[config.mk]
export PLATFORM = sky130hd
export DESIGN_NAME = sh_mac_pipe
export DESIGN_NICKNAME = d
export VERILOG_FILES = /design/src/rtl/sh_mac_pipe.sv
export SDC_FILE = /design/constraint.sdc
export NUM_CORES = 2
export LEC_CHECK = 0
export ABC_AREA = 1
export BUFFER_PORTS_ARGS = -buffer_cell sky130_fd_sc_hd__buf_2
export CELL_PAD_IN_SITES_DETAIL_PLACEMENT = 1
export CELL_PAD_IN_SITES_GLOBAL_PLACEMENT = 2
export CORE_AREA = 2 2 464 328
export CTS_BUF_LIST = sky130_fd_sc_hd__clkbuf_2 sky130_fd_sc_hd__clkbuf_4 sky130_fd_sc_hd__clkbuf_8
export CTS_CLUSTER_DIAMETER = 50
export DETAILED_ROUTE_END_ITERATION = 10
export DIE_AREA = 0 0 466 330
export GPL_ROUTABILITY_DRIVEN = 0
export PLACE_DENSITY_LB_ADDON = 0.1
export SLEW_MARGIN = 0
export SYNTH_ARGS = -nofsm -noshare
export SYNTH_HDL_FRONTEND = slang
export SYNTH_SLANG_ARGS = --single-unit
[constraint.sdc]
create_clock -name CLK -period 17 [get_ports CLK]
set_input_delay 5.1 -clock CLK [delete_from_list [all_inputs] [get_ports CLK]]
set_output_delay 5.1 -clock CLK [all_outputs]
set_load 0.02 [all_outputs]
[src/rtl/sh_mac_pipe.sv]
// sh_mac_pipe: SH-2 style multiply/accumulate unit with configurable execute latency and BUSY stall.
module sh_mac_pipe #(
  parameter int DW    = 32,
  parameter int LAT   = 2,
  parameter int SAT_W = 48
) (
  input  logic          CLK,
  input  logic          RST_N,
  input  logic          CE_R,
  input  logic          RES_N,
  input  logic [DW-1:0] CBUS_A,
  input  logic [DW-1:0] CBUS_DI,
  output logic [DW-1:0] CBUS_DO,
  input  logic [1:0]    MAC_SEL,
  input  logic [3:0]    MAC_OP,
  input  logic          MAC_S,
  input  logic          MAC_WE,
  output logic          CBUS_BUSY
);
  localparam int HW = DW / 2;
  localparam int PW = 2 * DW;
  localparam logic [3:0] OP_MULL  = 4'b0001;
  localparam logic [3:0] OP_DMULU = 4'b0010;
  localparam logic [3:0] OP_DMULS = 4'b0011;
  localparam logic [3:0] OP_MULUW = 4'b0110;
  localparam logic [3:0] OP_MULSW = 4'b0111;
  localparam logic [3:0] OP_MACL  = 4'b1001;
  localparam logic [3:0] OP_MACW  = 4'b1011;
  localparam logic [3:0] OP_CLR   = 4'b1111;
  typedef enum logic {IDLE, EXEC} state_t;
  state_t state, state_nx;
  logic [DW-1:0] mach, macl, ma, mb, lo_x, hi_x, wval, wb_h, wb_l;
  logic [HW-1:0] half;
  logic [3:0] op;
  logic sgn, sat;
  logic [1:0] cnt;
  logic wr, is_lds, is_clr, is_mulw, is_exe, start, done, wb;
  logic [PW-1:0] xa, xb, prod, acc, l_max;
  logic w_ovf, l_ovf;
  logic unused_ok;
  assign CBUS_BUSY = state == EXEC && MAC_SEL != 2'b00;
  assign CBUS_DO   = MAC_SEL[1] ? mach : macl;
  assign wr      = CE_R && RES_N && !CBUS_BUSY && MAC_WE && MAC_SEL != 2'b00;
  assign is_lds  = MAC_OP[2:0] == 3'b000;
  assign is_clr  = MAC_OP == OP_CLR;
  assign is_mulw = MAC_OP[3:1] == 3'b011;
  assign is_exe  = MAC_OP inside {OP_MULL, OP_DMULU, OP_DMULS, OP_MULUW, OP_MULSW, OP_MACL, OP_MACW};
  assign start   = wr && MAC_SEL[1] && is_exe;
  assign done    = state == EXEC && cnt == 2'd0;
  assign wb      = CE_R && RES_N && done;
  assign unused_ok = ^{CBUS_A[DW-1:2], CBUS_A[0]};
  // MAC.W picks the upper half when A[1]=0; MULx.W splits one word into both operands
  assign half = CBUS_A[1] ? CBUS_DI[HW-1:0] : CBUS_DI[DW-1:HW];
  assign wval = MAC_OP == OP_MACW ? {{(DW-HW){half[HW-1]}}, half} : CBUS_DI;
  assign lo_x = {{(DW-HW){MAC_OP[0] & CBUS_DI[HW-1]}}, CBUS_DI[HW-1:0]};
  assign hi_x = {{HW{MAC_OP[0] & CBUS_DI[DW-1]}}, CBUS_DI[DW-1:HW]};
  assign xa    = sgn ? {{DW{ma[DW-1]}}, ma} : {{DW{1'b0}}, ma};
  assign xb    = sgn ? {{DW{mb[DW-1]}}, mb} : {{DW{1'b0}}, mb};
  assign prod  = xa * xb;
  assign acc   = {mach, macl} + prod;
  assign w_ovf = !(&acc[PW-1:DW-1] || !(|acc[PW-1:DW-1]));
  assign l_ovf = !(&acc[PW-1:SAT_W-1] || !(|acc[PW-1:SAT_W-1]));
  assign l_max = {{(PW-SAT_W+1){1'b0}}, {(SAT_W-1){1'b1}}};
  always_comb begin
    {wb_h, wb_l} = {mach, macl};
    case (op)
      OP_MULL, OP_MULUW, OP_MULSW: wb_l = prod[DW-1:0];
      OP_DMULU, OP_DMULS: {wb_h, wb_l} = prod;
      OP_MACL: {wb_h, wb_l} = !(sat && l_ovf) ? acc : acc[PW-1] ? ~l_max : l_max;
      OP_MACW: begin
        wb_h = sat && w_ovf ? {{(DW-1){1'b0}}, 1'b1} : sat ? mach : acc[PW-1:DW];
        wb_l = !(sat && w_ovf) ? acc[DW-1:0] : acc[PW-1] ? {1'b1, {(DW-1){1'b0}}} : {1'b0, {(DW-1){1'b1}}};
      end
      default: ;
    endcase
  end
  always_ff @(posedge CLK or negedge RST_N)
    if (!RST_N) state <= IDLE;
    else state <= state_nx;
  always_comb begin
    state_nx = state;
    if (CE_R) state_nx = !RES_N ? IDLE : start ? EXEC : done ? IDLE : state;
  end
  always_ff @(posedge CLK or negedge RST_N)
    if (!RST_N) begin
      mach <= '0;
      macl <= '0;
      ma   <= '0;
      mb   <= '0;
      op   <= '0;
      sgn  <= 1'b0;
      sat  <= 1'b0;
      cnt  <= '0;
    end else if (CE_R) begin
      cnt <= !RES_N ? 2'd0 : start ? 2'(LAT - 1) : state == EXEC && cnt != 2'd0 ? cnt - 2'd1 : cnt;
      if (start) begin
        op  <= MAC_OP;
        sgn <= MAC_OP[0];
        sat <= MAC_S;
        mb  <= is_mulw ? hi_x : wval;
      end
      if (wr && MAC_SEL[0] && is_exe) ma <= wval;
      if (wr && MAC_SEL[1] && is_mulw) ma <= lo_x;
      if (wb) {mach, macl} <= {wb_h, wb_l};
      else if (wr && is_clr) {mach, macl} <= '0;
      else if (wr && is_lds) begin
        if (MAC_SEL[0]) macl <= CBUS_DI;
        if (MAC_SEL[1]) mach <= CBUS_DI;
      end
    end
endmodule
=== After elaboration in Yosys (flattened, before gate mapping) ===
Index checks and enable logic that the tools add are counted.

* Flip-flop bits (word level): 137
* Latch bits: 0
* RAM bits: 0
* Memory bits (read-only): 0
* Input bits: 76
* Output and inout bits: 33
* Word-level logic and storage cells: 110
* Memories: 0

* Add/sub/neg operators: 2
* Multiply operators: 1
* Divide/modulo/power cells: 0
* Magnitude comparators: 0
* Equal/unequal tests: 21
* Shift operators: 0
* Muxes and demuxes: 30
* Bitwise gates (word level): 2
* Reductions and logical operators: 45

{| class="wikitable"
|+ Operators by type and width
! cell !! number
|-
| 2-to-1 mux 32 bit || 17
|-
| 2-to-1 mux 64 bit || 4
|-
| case mux 32 bit (3 select lines) || 2
|-
| adder 64 bit || 1
|-
| multiplier 64 x 64 -> 64 bit || 1
|-
| AND reduction 33 bit || 1
|-
| OR reduction 33 bit || 1
|-
| equality test 4 bit, second input constant || 5
|-
| logical AND 1 bit || 17
|-
| AND reduction 17 bit || 1
|-
| OR reduction 17 bit || 1
|-
| equality test 4 x 2 -> 1 bit, second input constant || 4
|-
| equality test 4 x 3 -> 1 bit, second input constant || 4
|-
| 2-to-1 mux 16 bit || 1
|-
| nonzero test 3 bit || 3
|-
| equality test 4 x 1 -> 1 bit, second input constant || 2
|-
| AND reduction 2 bit || 4
|-
| nonzero test 7 bit || 1
|-
| 2-to-1 mux 2 bit || 3
|-
| inequality test 3 x 1 -> 1 bit, second input constant || 2
|-
| nonzero test 2 bit || 3
|-
| logical NOT 1 bit || 5
|-
| AND reduction 5 bit || 1
|-
| OR reduction 5 bit || 1
|-
| other kinds (12) || 16
|}

=== Logic depth before layout (Yosys ltp) ===
* Depth after elaboration: 11
* Mapped depth: 68
* Gate-level depth less buffers: 65

=== Least setup slack after synthesis ===
No wires, ideal clock.

* Kind: input to output
* Start: input MAC_SEL[1]
* End: output CBUS_DO[22]
* Arrival: 6.165 ns
* Data required time: 11.900 ns
* Slack: 5.735 ns
* Stages: 6
* Path buffers: 3
* Cell sequence: clkbuf_1 > inv_1 > clkbuf_1 > clkbuf_1 > nand2_1 > o21ai_0

* Cells in the longest elaborated chain, start to end: 1

{| class="wikitable"
|+ Ends and longest elaborated chain
! item !! line !! RTL
|-
| from (decl) || 14 || <nowiki>input logic [1:0] MAC_SEL,</nowiki>
|-
| 2-to-1 mux 32 bit || 42 || <nowiki>assign CBUS_DO = MAC_SEL[1] ? mach : macl;</nowiki>
|-
| to (decl) || 13 || <nowiki>output logic [DW-1:0] CBUS_DO,</nowiki>
|}

No other way between the ends.

=== Final worst setup path ===
* Start: register mb[31]
* End: register mach[20]

* Cells in the longest elaborated chain, start to end: 11
* Elaborated cells between the ends (all ways): 23
* Those cells by class: add/sub: 1; mul: 1; eq/ne: 1; mux: 7; reduce/logical: 13

{| class="wikitable"
|+ Ends and longest elaborated chain
! item !! line !! RTL
|-
| from (decl) || 32 || <nowiki>logic [DW-1:0] mach, macl, ma, mb, lo_x, hi_x, wval, wb_h, wb_l;</nowiki>
|-
| from (signal assigned) || 100 || <nowiki>mb <= is_mulw ? hi_x : wval;</nowiki>
|-
| 2-to-1 mux 64 bit (*) || 58 || <nowiki>assign xb = sgn ? {{DW{mb[DW-1]}}, mb} : {{DW{1'b0}}, mb};</nowiki>
|-
| multiplier 64 x 64 -> 64 bit (*) || 59 || <nowiki>assign prod = xa * xb;</nowiki>
|-
| adder 64 bit || 60 || <nowiki>assign acc = {mach, macl} + prod;</nowiki>
|-
| OR reduction 33 bit / OR reduction 17 bit (equally long branches) || 61, 62 ||
|-
| logical NOT 1 bit, on equally long branches || 61, 62 ||
|-
| logical OR 1 bit, on equally long branches || 61, 62 ||
|-
| logical NOT 1 bit, on equally long branches || 61, 62 ||
|-
| logical AND 1 bit, on equally long branches || 71, 69 ||
|-
| 2-to-1 mux 32 bit / 2-to-1 mux 64 bit (equally long branches) || 71, 69 ||
|-
| case mux 32 bit (3 select lines) || 66 || <nowiki>case (op)</nowiki>
|-
| 2-to-1 mux 32 bit || 104 || <nowiki>if (wb) {mach, macl} <= {wb_h, wb_l};</nowiki>
|-
| to (signal assigned) || 104 ||
|-
| to (decl) || 32 ||
|}

Mark *: on every way between the ends. The rest lies on a longest branch, timed or not. The select of a mux whose other input is x is not followed.
A chain may end at the register's enable or synchronous reset.

==> impl_metrics.py <==
metrics = {
    "die": {
        "initial_core_utilization_pct": 42.8,
        "row_count": 119,
        "die_ht_microns": 330,
        "design.die.area_sq_um": 154000,
        "core-area_sq_um": 149000,
        "chipWidth_microns": 466,
        "ioPinCount": 109,
    },
    "place": {
        "buffer_ports.inserted": 77,
        "detail_placement_hpwl_microns": 215000,
        "dp.cells": 10400,
    },
    "sta": {
        "timing.slew.headroom_pct": 4.98,
        "final-setup-viol-count": 0,
        "timing_max_transition_violations_final": 0,
        "clock_skew_ns": 0.0215,
        "setup_repair_after_global_routing_missed_its_margin": "false",
        "finalHoldViolCount": 0,
        "timing_worst_slew_pin_value_ns": 1.43,
        "fin_crit_ns": 14.99,
        "fin_setup_tns_ns": 0,
        "fmax_mhz": 66.7,
        "min_period_over_period_pct": 88.2,
    },
    "synthesis": {
        "postSynth.topFlopCell": "dfrtp_1",
        "synth.ff_latch_count": 136,
        "synthesis.nets": 10500,
        "yosysSeqAreaShare_pct": 5.33,
        "postSynthCellCount": 8588,
        "synth_cell_types": 57,
        "synth.cell_area_sq_um": 63900,
        "synthesis.yosys.warnings": 0,
        "avgSynthCellArea_sq_um": 7.44,
        "asyncSetResetFlopFracSynth_pct": 100,
        "synth_edf_count": 0,
    },
    "clocking": {
        "cts_tree": "done",
        "numClockSinks": 136,
        "post_cts_resized": 0,
        "worstSkewPairLatency_ns": 0.56,
        "path_clk_slew_ns": 0.11,
        "clock_root_buffer": "clkbuf_8",
        "cts_inserted_buffers": 17,
        "ctsHtreeMaxLevel": 4,
        "cts_max_path_buffers": 2,
        "cts_setup_buffers": 0,
        "cts_hold_buf": 0,
    },
    "setup_path": {
        "most_numerous_cell_on_the_critical_path": "nand2_1",
        "slowest_stage": "o21ai_0",
        "cp-end-kind": "register",
        "worst-endpoint-required_ns": 17.49,
        "setup.worst_path.class": "reg2reg",
        "startpoint_type": "register",
        "critPathArrivalTime_ns": 15.49,
        "crit_fanout": 46,
        "worst_path_largest_cell_delay_ns": 0.94,
    },
    "finish": {
        "utilization_pct": 44.6,
        "fin_nets": 10300,
        "final_common_cell": "inv_1",
        "multiInputGateArea_sq_um": 49200,
        "final_layout_size_suffix_gt1_share_pct": 3.57,
        "sequential_area_sq_um": 3410,
        "most-common-layout-cells": "inv_1 (2614), nand2_1 (2231), fa_1 (1434)",
        "final-instance-count-excl-fill": 10500,
        "filler_cell_count": 18800,
        "synthToLayoutAreaGrowth_pct": 4.31,
    },
    "grt": {
        "globalRoute.totalOverflow": 0,
        "grt_pass1_wl_microns": 385000,
        "maximum_number_of_pins_on_one_net_before_global_route_repair": 80,
        "grt_antenna_before_repair": 6,
        "grt_usage_pct": 34.1,
        "grt_pass1_vias": 58400,
    },
    "drt": {
        "drt-wirelength-per-cell_microns": 24.3,
        "detail_route.drc_violations": 0,
        "post_drt_via_cell_ratio": 5.18,
        "first_iter_violations": 4486,
        "route.final.wire_length_microns": 254000,
        "detail-route-antenna-nets": 0,
        "routed-via-count": 54200,
        "dr.pass1.iters": 8,
    },
    "worst_hold_path": {
        "min-delay-path-class": "reg2reg",
    },
    "outcome": {
        "status": "finished clean",
    },
    "flow_run": {
        "timing.max_cap.violations": 0,
    },
}
flip-flops by register name, summed over array words and instances (netlist names):
| name | count |
|---|---|
| op | 4 |
| mb | 32 |
| cnt | 2 |
| sat | 1 |
| macl | 32 |
| mach | 32 |
| state | 1 |
| ma | 32 |
path summary, 6_finish.rpt:
kind | end | slack (ns) | cells past startpoint | from
worst min register to register | mb[17] | 0.55 | 2 | mb[17]
min in group asynchronous | mb[25] | 4.59 | 1 | RST_N
worst max register to register | mach[20] | 2.01 | 57 | mb[31]
worst max-delay path | mach[20] | 2.01 | 57 | mb[31]
worst min-delay path | mb[17] | 0.55 | 2 | mb[17]
max in group asynchronous | mb[2] | 10.69 | 2 | RST_N
worst max-delay path, delay by kind of cell, from the launching register on:
family,cells,cell delay (ns)
buf+inv,12,1.86
compound gates,6,2.15
fa+ha+maj,12,5.47
flops,1,0.70
simple gates,26,4.13
xor+xnor,1,0.58
cells in the mapped netlist (11+ instances only):
| library cell | count | area share (%) |
|---|---|---|
| a21oi_1 | 232 | 1.8 |
| inv_2 | 12 | 0.071 |
| nand3b_1 | 20 | 0.24 |
| xor2_1 | 46 | 0.63 |
| a31oi_1 | 16 | 0.16 |
| xnor2_1 | 54 | 0.74 |
| fa_1 | 1434 | 45 |
| nand4_1 | 33 | 0.32 |
| and2_1 | 12 | 0.12 |
| nand2_1 | 2232 | 13 |
| buf_2 | 13 | 0.10 |
| clkbuf_1 | 308 | 1.8 |
| nor2_1 | 452 | 2.7 |
| ha_1 | 365 | 7.1 |
| o21bai_1 | 15 | 0.18 |
| nand2_2 | 11 | 0.11 |
| nor2_2 | 18 | 0.18 |
| nor3_1 | 28 | 0.22 |
| inv_1 | 2615 | 15 |
| dfrtp_1 | 136 | 5.3 |
| nand3_1 | 254 | 2.0 |
| o21ai_0 | 159 | 1.2 |
per-layer routing:
layer / GRT usage [%] / wire length (microns) / up-vias
li1: - / - / 23900
met1: 51.6 / 120000 / 28200
met2: 50.6 / 107000 / 1834
met3: 5.66 / 19400 / 244
met4: 8.57 / 7170 / 2
met5: 0 / 7 / -
area by class of cell:
class / count / share of cell area (%)
antenna: 2 / 0.00751
clock inverter: 13 / 0.199
inverter: 2631 / 14.8
tap: 1996 / 3.75
timing repair buffer: 189 / 1.85
multi-input combinational: 5476 / 73.9
sequential: 136 / 5.11
clock buffer: 19 / 0.392
kinds of logic after synthesis:
group	share of synthesized area, %
buffers and inverters	17.7
AND/OR/NAND/NOR	19.4
flip-flops	5.33
multiplexers	0.0176
AO/OA/AOI/OAI	4.14
XOR/XNOR	1.37
adder cells (fa/ha/maj)	52.1
through the flow:
stage          hold slack (ns)  setup slack (ns)  area (sq um)
3_3_place_gp             0.493              2.58         66200
3_5_place_dp             0.520              2.47         66200
5_1_grt                  0.592              1.28         66600
6_report                 0.547              2.01         66600
4_1_cts                  0.545              2.42         66600
2_1_floorplan            0.475              5.73         63900
Power is left out: the tool's default activity adds up to more than one toggle a clock period on the data nets, which glitch-free logic cannot reach.
